### src/rtl/seq_mag_cmp_if.sv
// Beat/result stream bundle for seq_mag_cmp. The master modport streams operand
// beats and consumes results; the slave modport is the comparator side.
interface seq_mag_cmp_if #(
    parameter int CHUNK_W   = 4,
    parameter int MAX_BEATS = 8
);
    localparam int CNT_W = $clog2(MAX_BEATS + 1);

    logic               in_valid_pad;
    logic               in_ready_pad;
    logic               in_last_pad;
    logic [CHUNK_W-1:0] a_pad;
    logic [CHUNK_W-1:0] b_pad;
    logic               cas_lt_pad;
    logic               cas_eq_pad;
    logic               cas_gt_pad;
    logic               out_valid_pad;
    logic               out_ready_pad;
    logic               lt_pad;
    logic               eq_pad;
    logic               gt_pad;
    logic [CNT_W-1:0]   beats_pad;
    logic               err_pad;

    modport master (
        output in_valid_pad, in_last_pad, a_pad, b_pad,
               cas_lt_pad, cas_eq_pad, cas_gt_pad, out_ready_pad,
        input  in_ready_pad, out_valid_pad, lt_pad, eq_pad, gt_pad,
               beats_pad, err_pad
    );

    modport slave (
        input  in_valid_pad, in_last_pad, a_pad, b_pad,
               cas_lt_pad, cas_eq_pad, cas_gt_pad, out_ready_pad,
        output in_ready_pad, out_valid_pad, lt_pad, eq_pad, gt_pad,
               beats_pad, err_pad
    );
endinterface

### src/rtl/seq_mag_cmp.sv
// Sequential MSB-chunk-first magnitude comparator with LT/EQ/GT cascade inputs.
// Optional SEQ_MAG_CMP_SIGNED_EN: first chunk compared as two's complement.
module seq_mag_cmp #(
    parameter int CHUNK_W   = 4,
    parameter int MAX_BEATS = 8
) (
    input  logic         clk_pad,
    input  logic         rst_pad,
    seq_mag_cmp_if.slave bus
);
    localparam int CNT_W = $clog2(MAX_BEATS + 1);
`ifdef SEQ_MAG_CMP_SIGNED_EN
    localparam logic SIGNED_EN = 1'b1;
`else
    localparam logic SIGNED_EN = 1'b0;
`endif
    // Flipping the sign bit turns a two's-complement compare into an unsigned one.
    localparam logic [CHUNK_W-1:0] SIGN_MASK = CHUNK_W'(1'b1) << (CHUNK_W - 1);

    typedef enum logic [0:0] {ST_FIRST = 1'b0, ST_ACCUM = 1'b1} state_t;
    typedef enum logic [1:0] {REL_EQ = 2'd0, REL_LT = 2'd1, REL_GT = 2'd2} rel_t;

    function automatic rel_t cmp_chunk(input logic [CHUNK_W-1:0] a,
                                       input logic [CHUNK_W-1:0] b,
                                       input logic               first);
        logic [CHUNK_W-1:0] ak;
        logic [CHUNK_W-1:0] bk;
        rel_t               r;
        if (first && SIGNED_EN) begin
            ak = a ^ SIGN_MASK;
            bk = b ^ SIGN_MASK;
        end else begin
            ak = a;
            bk = b;
        end
        if (ak < bk)      r = REL_LT;
        else if (ak > bk) r = REL_GT;
        else              r = REL_EQ;
        return r;
    endfunction

    state_t           state_r, state_nxt_s;
    rel_t             rel_r, beat_rel_s, rel_new_s;
    logic [CNT_W-1:0] cnt_r, cnt_nxt_s, beats_r;
    logic [2:0]       cas_r, cas_use_s;
    logic             in_ready_s, beat_s, trunc_s, last_s, first_s;
    logic             res_lt_s, res_eq_s, res_gt_s;
    logic             out_valid_r, lt_r, eq_r, gt_r, err_r;

    assign in_ready_s = ~rst_pad & (~out_valid_r | bus.out_ready_pad);
    assign beat_s     = bus.in_valid_pad & in_ready_s;
    assign first_s    = (state_r == ST_FIRST);
    assign cnt_nxt_s  = first_s ? CNT_W'(1'b1) : cnt_r + CNT_W'(1'b1);
    assign trunc_s    = (cnt_nxt_s == CNT_W'(MAX_BEATS));
    assign last_s     = bus.in_last_pad | trunc_s;
    assign cas_use_s  = first_s ? {bus.cas_lt_pad, bus.cas_eq_pad, bus.cas_gt_pad} : cas_r;
    assign beat_rel_s = cmp_chunk(bus.a_pad, bus.b_pad, first_s);
    // Once a chunk differs the relation is frozen for the rest of the pair.
    assign rel_new_s  = (first_s || rel_r == REL_EQ) ? beat_rel_s : rel_r;

    // Decode the relation including the current beat into result flags.
    always_comb begin
        res_lt_s = 1'b0;
        res_eq_s = 1'b0;
        res_gt_s = 1'b0;
        case (rel_new_s)
            REL_LT:  res_lt_s = 1'b1;
            REL_GT:  res_gt_s = 1'b1;
            REL_EQ:  {res_lt_s, res_eq_s, res_gt_s} = cas_use_s;
            default: {res_lt_s, res_eq_s, res_gt_s} = 3'b000;
        endcase
    end

    // Next-state logic: FIRST -> ACCUM on a non-final beat, back to FIRST on the final one.
    always_comb begin
        state_nxt_s = state_r;
        if (beat_s) begin
            if (last_s) state_nxt_s = ST_FIRST;
            else        state_nxt_s = ST_ACCUM;
        end else begin
            state_nxt_s = state_r;
        end
    end

    // State register.
    always_ff @(posedge clk_pad or posedge rst_pad) begin
        if (rst_pad) state_r <= ST_FIRST;
        else         state_r <= state_nxt_s;
    end

    // Per-pair accumulation: running relation, beat count and captured cascade.
    always_ff @(posedge clk_pad or posedge rst_pad) begin
        if (rst_pad) begin
            rel_r <= REL_EQ;
            cnt_r <= '0;
            cas_r <= 3'b000;
        end else if (beat_s) begin
            rel_r <= last_s ? REL_EQ : rel_new_s;
            cnt_r <= last_s ? CNT_W'(1'b0) : cnt_nxt_s;
            if (first_s) cas_r <= cas_use_s;
        end
    end

    // Result register: loads on the final beat, valid drops on consume, data holds.
    always_ff @(posedge clk_pad or posedge rst_pad) begin
        if (rst_pad) begin
            out_valid_r <= 1'b0;
            lt_r        <= 1'b0;
            eq_r        <= 1'b0;
            gt_r        <= 1'b0;
            beats_r     <= '0;
            err_r       <= 1'b0;
        end else if (beat_s && last_s) begin
            out_valid_r <= 1'b1;
            lt_r        <= res_lt_s;
            eq_r        <= res_eq_s;
            gt_r        <= res_gt_s;
            beats_r     <= cnt_nxt_s;
            err_r       <= trunc_s & ~bus.in_last_pad;
        end else if (bus.out_ready_pad) begin
            out_valid_r <= 1'b0;
        end
    end

    assign bus.in_ready_pad  = in_ready_s;
    assign bus.out_valid_pad = out_valid_r;
    assign bus.lt_pad        = lt_r;
    assign bus.eq_pad        = eq_r;
    assign bus.gt_pad        = gt_r;
    assign bus.beats_pad     = beats_r;
    assign bus.err_pad       = err_r;
endmodule
### src/flat_wrapper.sv
// flat-port wrapper written by rule: the top's interface ports become plain ports
module seq_mag_cmp_flat 
#(
    parameter int CHUNK_W   = 4,
    parameter int MAX_BEATS = 8
)
  (clk_pad, rst_pad, bus_in_valid_pad, bus_in_last_pad, bus_a_pad, bus_b_pad, bus_cas_lt_pad, bus_cas_eq_pad, bus_cas_gt_pad, bus_out_ready_pad, bus_in_ready_pad, bus_out_valid_pad, bus_lt_pad, bus_eq_pad, bus_gt_pad, bus_beats_pad, bus_err_pad);
  seq_mag_cmp_if #(.CHUNK_W(CHUNK_W), .MAX_BEATS(MAX_BEATS)) bus_i ();
  input  logic clk_pad;
  input  logic rst_pad;
  input wire logic [$bits(bus_i.in_valid_pad)-1:0] bus_in_valid_pad;
  input wire logic [$bits(bus_i.in_last_pad)-1:0] bus_in_last_pad;
  input wire logic [$bits(bus_i.a_pad)-1:0] bus_a_pad;
  input wire logic [$bits(bus_i.b_pad)-1:0] bus_b_pad;
  input wire logic [$bits(bus_i.cas_lt_pad)-1:0] bus_cas_lt_pad;
  input wire logic [$bits(bus_i.cas_eq_pad)-1:0] bus_cas_eq_pad;
  input wire logic [$bits(bus_i.cas_gt_pad)-1:0] bus_cas_gt_pad;
  input wire logic [$bits(bus_i.out_ready_pad)-1:0] bus_out_ready_pad;
  output wire logic [$bits(bus_i.in_ready_pad)-1:0] bus_in_ready_pad;
  output wire logic [$bits(bus_i.out_valid_pad)-1:0] bus_out_valid_pad;
  output wire logic [$bits(bus_i.lt_pad)-1:0] bus_lt_pad;
  output wire logic [$bits(bus_i.eq_pad)-1:0] bus_eq_pad;
  output wire logic [$bits(bus_i.gt_pad)-1:0] bus_gt_pad;
  output wire logic [$bits(bus_i.beats_pad)-1:0] bus_beats_pad;
  output wire logic [$bits(bus_i.err_pad)-1:0] bus_err_pad;
  assign bus_i.in_valid_pad = bus_in_valid_pad;
  assign bus_i.in_last_pad = bus_in_last_pad;
  assign bus_i.a_pad = bus_a_pad;
  assign bus_i.b_pad = bus_b_pad;
  assign bus_i.cas_lt_pad = bus_cas_lt_pad;
  assign bus_i.cas_eq_pad = bus_cas_eq_pad;
  assign bus_i.cas_gt_pad = bus_cas_gt_pad;
  assign bus_i.out_ready_pad = bus_out_ready_pad;
  assign bus_in_ready_pad = bus_i.in_ready_pad;
  assign bus_out_valid_pad = bus_i.out_valid_pad;
  assign bus_lt_pad = bus_i.lt_pad;
  assign bus_eq_pad = bus_i.eq_pad;
  assign bus_gt_pad = bus_i.gt_pad;
  assign bus_beats_pad = bus_i.beats_pad;
  assign bus_err_pad = bus_i.err_pad;
  seq_mag_cmp #(.CHUNK_W(CHUNK_W), .MAX_BEATS(MAX_BEATS)) u_core (.clk_pad(clk_pad), .rst_pad(rst_pad), .bus(bus_i));
endmodule
### config.mk
export PLATFORM = sky130hd
export DESIGN_NAME = seq_mag_cmp_flat
export DESIGN_NICKNAME = d
export VERILOG_FILES = /design/src/rtl/seq_mag_cmp_if.sv /design/src/rtl/seq_mag_cmp.sv /design/src/flat_wrapper.sv
export SDC_FILE = /design/constraint.sdc
export NUM_CORES = 1
export LEC_CHECK = 0
export CAP_MARGIN = 20
export CORE_UTILIZATION = 45
export DETAILED_ROUTE_END_ITERATION = 16
export PLACE_DENSITY = 0.81
export SYNTH_ARGS = -nofsm -noshare
export SYNTH_HDL_FRONTEND = slang
export SYNTH_SLANG_ARGS = --single-unit
### constraint.sdc
create_clock -name clk_pad -period 2.42 [get_ports clk_pad]
set_clock_uncertainty 0.1 [all_clocks]
set_input_delay 0.484 -clock clk_pad [delete_from_list [all_inputs] [get_ports clk_pad]]
set_output_delay 0.484 -clock clk_pad [all_outputs]
set_load 0.05 [all_outputs]
==> metrics.txt <==
status completed; site row count 17; DR vias/cell 5.61; I/O pin total 26; # hold bufs at CTS 0; CP required 2540 ps; Max-Cap Viols 0; Worst Setup End Kind flop; worst min path class flop to flop; Mapped Area 1100 sq um; Critical Path Start Type flop; antenna viol nets, final 0; CP delay by family, top flip-flops; core area 2250 sq um; most frequent cells in the layout clkdlybuf4s50_1, dfrtp_1, inv_1, nand2_1, nor2_1; first drt pass iteration count 4; Synth cell types 40; DIE AREA 2650 sq um; share of cells above drive strength 1 15.6%; CP peak stage delay 440 ps; CP Cell Sequence ha_1 > xnor2_1 > nor3b_2 > o221a_1 > buf_4 > mux2i_1; pin count of the biggest net entering global routing 15; Reg clk slew, reported paths 110 ps; vias in the first global route 909; worst skew pair latency 300 ps; Max Root-Sink Buffers 2; sequential share of the synthesized area 43.2%; Worst VDD drop 0.000557 V; total power per unit cell area 814 nW/um^2; fin nets 157; Ant. Diodes 0; Power, Total 0.00116 W; final wirelength 2.25 mm; starting density of the core 48.8%; TritonCTS clock tree done; Synth area leader dfrtp_1; top cell type's share of synthesized area 43.2%; Min Clock Period, post-route 2140 ps; commonest non-fill, non-tap cell in the layout clkdlybuf4s50_1; Congestion Overflow GR 0; # fillers 208; routed via count 914; area grow syn2layout 29.5%; CTS sink cnt 19; Synth Area per Inst 10.5 sq um; HPWL Detailed 1.77 mm; DRT iter0 DRCs 21; initial antenna violation count 0; CTS resizes 0; Syn Nets 126; Sum Neg Setup Slack 0 ps; RePlAce Congestion 0.835; final setup violation count 0; die height 51.4 um; Die X 51.4 um; RSZ-0062 raised after global routing false; fmax 467 MHz; yosys warns 0; CP Data Arrival Time 2260 ps; CP Max Fanout 5; WP buf/inv 1; reg2reg setup slack 280 ps; H-Tree Depth 1; Post-CTS Setup Bufs 0; port buffer count 25; Final Hold Fails 0; Cells after Synth 105; CTS buffer count 3; Setup Crit Path Kind flop to flop; fin. max-slew vios 0; Slew HR 66.3%; Tightest Pin Transition 504 ps; Total GRT Usage 19.9%; fin crit share 88.5%; slowest CP cell dfrtp_1; first-pass GRT wire length 3.95 mm; leak pwr 0.664 nW; drc violations 0; DR WL/cell 13.8 um; main area contributors after synthesis dfrtp_1, ha_1, mux2i_1; post-synthesis register bit count 19; CTS root buf clkbuf_4
[tightest hold or removal path: cells and delay by family, from the launching register on]
kind	cells	cell delay (ps)
DFF	1	380
and+or+nand+nor	1	60
AOI/OAI and AO/OA	1	50
[routing by layer]
metal,share of wire (%),vias to the layer above,global-route usage (%)
li1,-,435,-
met1,48,443,27.1
met2,47,32,31.8
met3,4.2,4,2.68
met4,1.3,0,7.66
met5,0,-,0
[area by class of cell]
cell class                 instances  area [sq um]  share of cell area [%]
tap                               28          35.0                    2.46
inverter                          11          41.3                    2.90
timing repair buffer              31           305                    21.4
clock buffer                       4          26.3                    1.85
multi-input combinational         70           541                    38.0
sequential                        19           475                    33.4
[path summary, 6_finish.rpt]
path,to,cells after the start,startpoint
worst max-delay path,u_core.bus.eq_pad$_DFFE_PP0P_,6,u_core.cnt_r[0]$_DFFE_PP0P_
worst min-delay path,u_core.cnt_r[3]$_DFFE_PP0P_,2,u_core.cnt_r[3]$_DFFE_PP0P_
worst max register to register,u_core.bus.eq_pad$_DFFE_PP0P_,6,u_core.cnt_r[0]$_DFFE_PP0P_
worst min register to register,u_core.cnt_r[3]$_DFFE_PP0P_,2,u_core.cnt_r[3]$_DFFE_PP0P_
max in group asynchronous,u_core.cnt_r[0]$_DFFE_PP0P_,3,rst_pad
min in group asynchronous,u_core.bus.err_pad$_DFFE_PP0P_,3,rst_pad
[sequential cells by signal, summed over array words and instances (netlist names)]
signal                    cells
u_core.state_r                1
u_core.bus.err_pad            1
u_core.cnt_r                  4
u_core.bus.out_valid_pad      1
u_core.bus.eq_pad             1
u_core.bus.gt_pad             1
u_core.bus.beats_pad          4
u_core.bus.lt_pad             1
u_core.cas_r                  3
u_core.rel_r                  2
[synthesized netlist by cell type]
library cell,count
a21o_1,1
a21o_2,2
a21oi_1,4
a221o_1,2
a221oi_1,1
a22o_1,1
a22oi_1,1
a41oi_1,1
and2_1,1
and3_1,1
and3_2,1
buf_2,1
buf_4,1
buf_6,1
buf_8,1
clkbuf_1,1
dfrtp_1,19
ha_1,5
inv_1,11
mux2_2,4
mux2_4,3
mux2i_1,5
nand2_1,9
nand2b_1,1
nand3_1,2
nand4_1,1
nand4b_1,1
nor2_1,7
nor2b_1,1
nor3_1,1
nor3b_1,1
nor3b_2,1
o211a_1,1
o211ai_1,2
o21ai_0,2
o221a_1,1
o2bb2ai_1,1
o31ai_1,2
o41ai_1,1
xnor2_1,2
[through the flow]
step	std cells	hold WS [ps]	setup slack [ps]	instance area [sq um]	utilization, %
after detailed placement	159	377	117	1400	62.0
after CTS	163	416	278	1420	63.2
after global placement	159	366	159	1400	62.0
final	163	417	278	1420	63.2
after global routing	163	426	88.4	1420	63.2
after floorplan	105	349	325	1100	-
[power breakdown]
part	switching (W)	internal, W
Clock	0.0000968	0.0000641
Combinational	0.000315	0.000231
Sequential	0.0000511	0.000401
[cells by family after synthesis]
| family | after synthesis | synth area share [%] |
|---|---|---|
| flip-flops | 19 | 43.2 |
| XOR/XNOR | 2 | 1.59 |
| buffers and inverters | 16 | 7.62 |
| AND/OR/NAND/NOR | 28 | 13.0 |
| adder cells (fa/ha/maj) | 5 | 5.69 |
| AO/OA/AOI/OAI | 23 | 16.2 |
| multiplexers | 12 | 12.7 |
No activity file was read; power rests on OpenSTA's default activity.
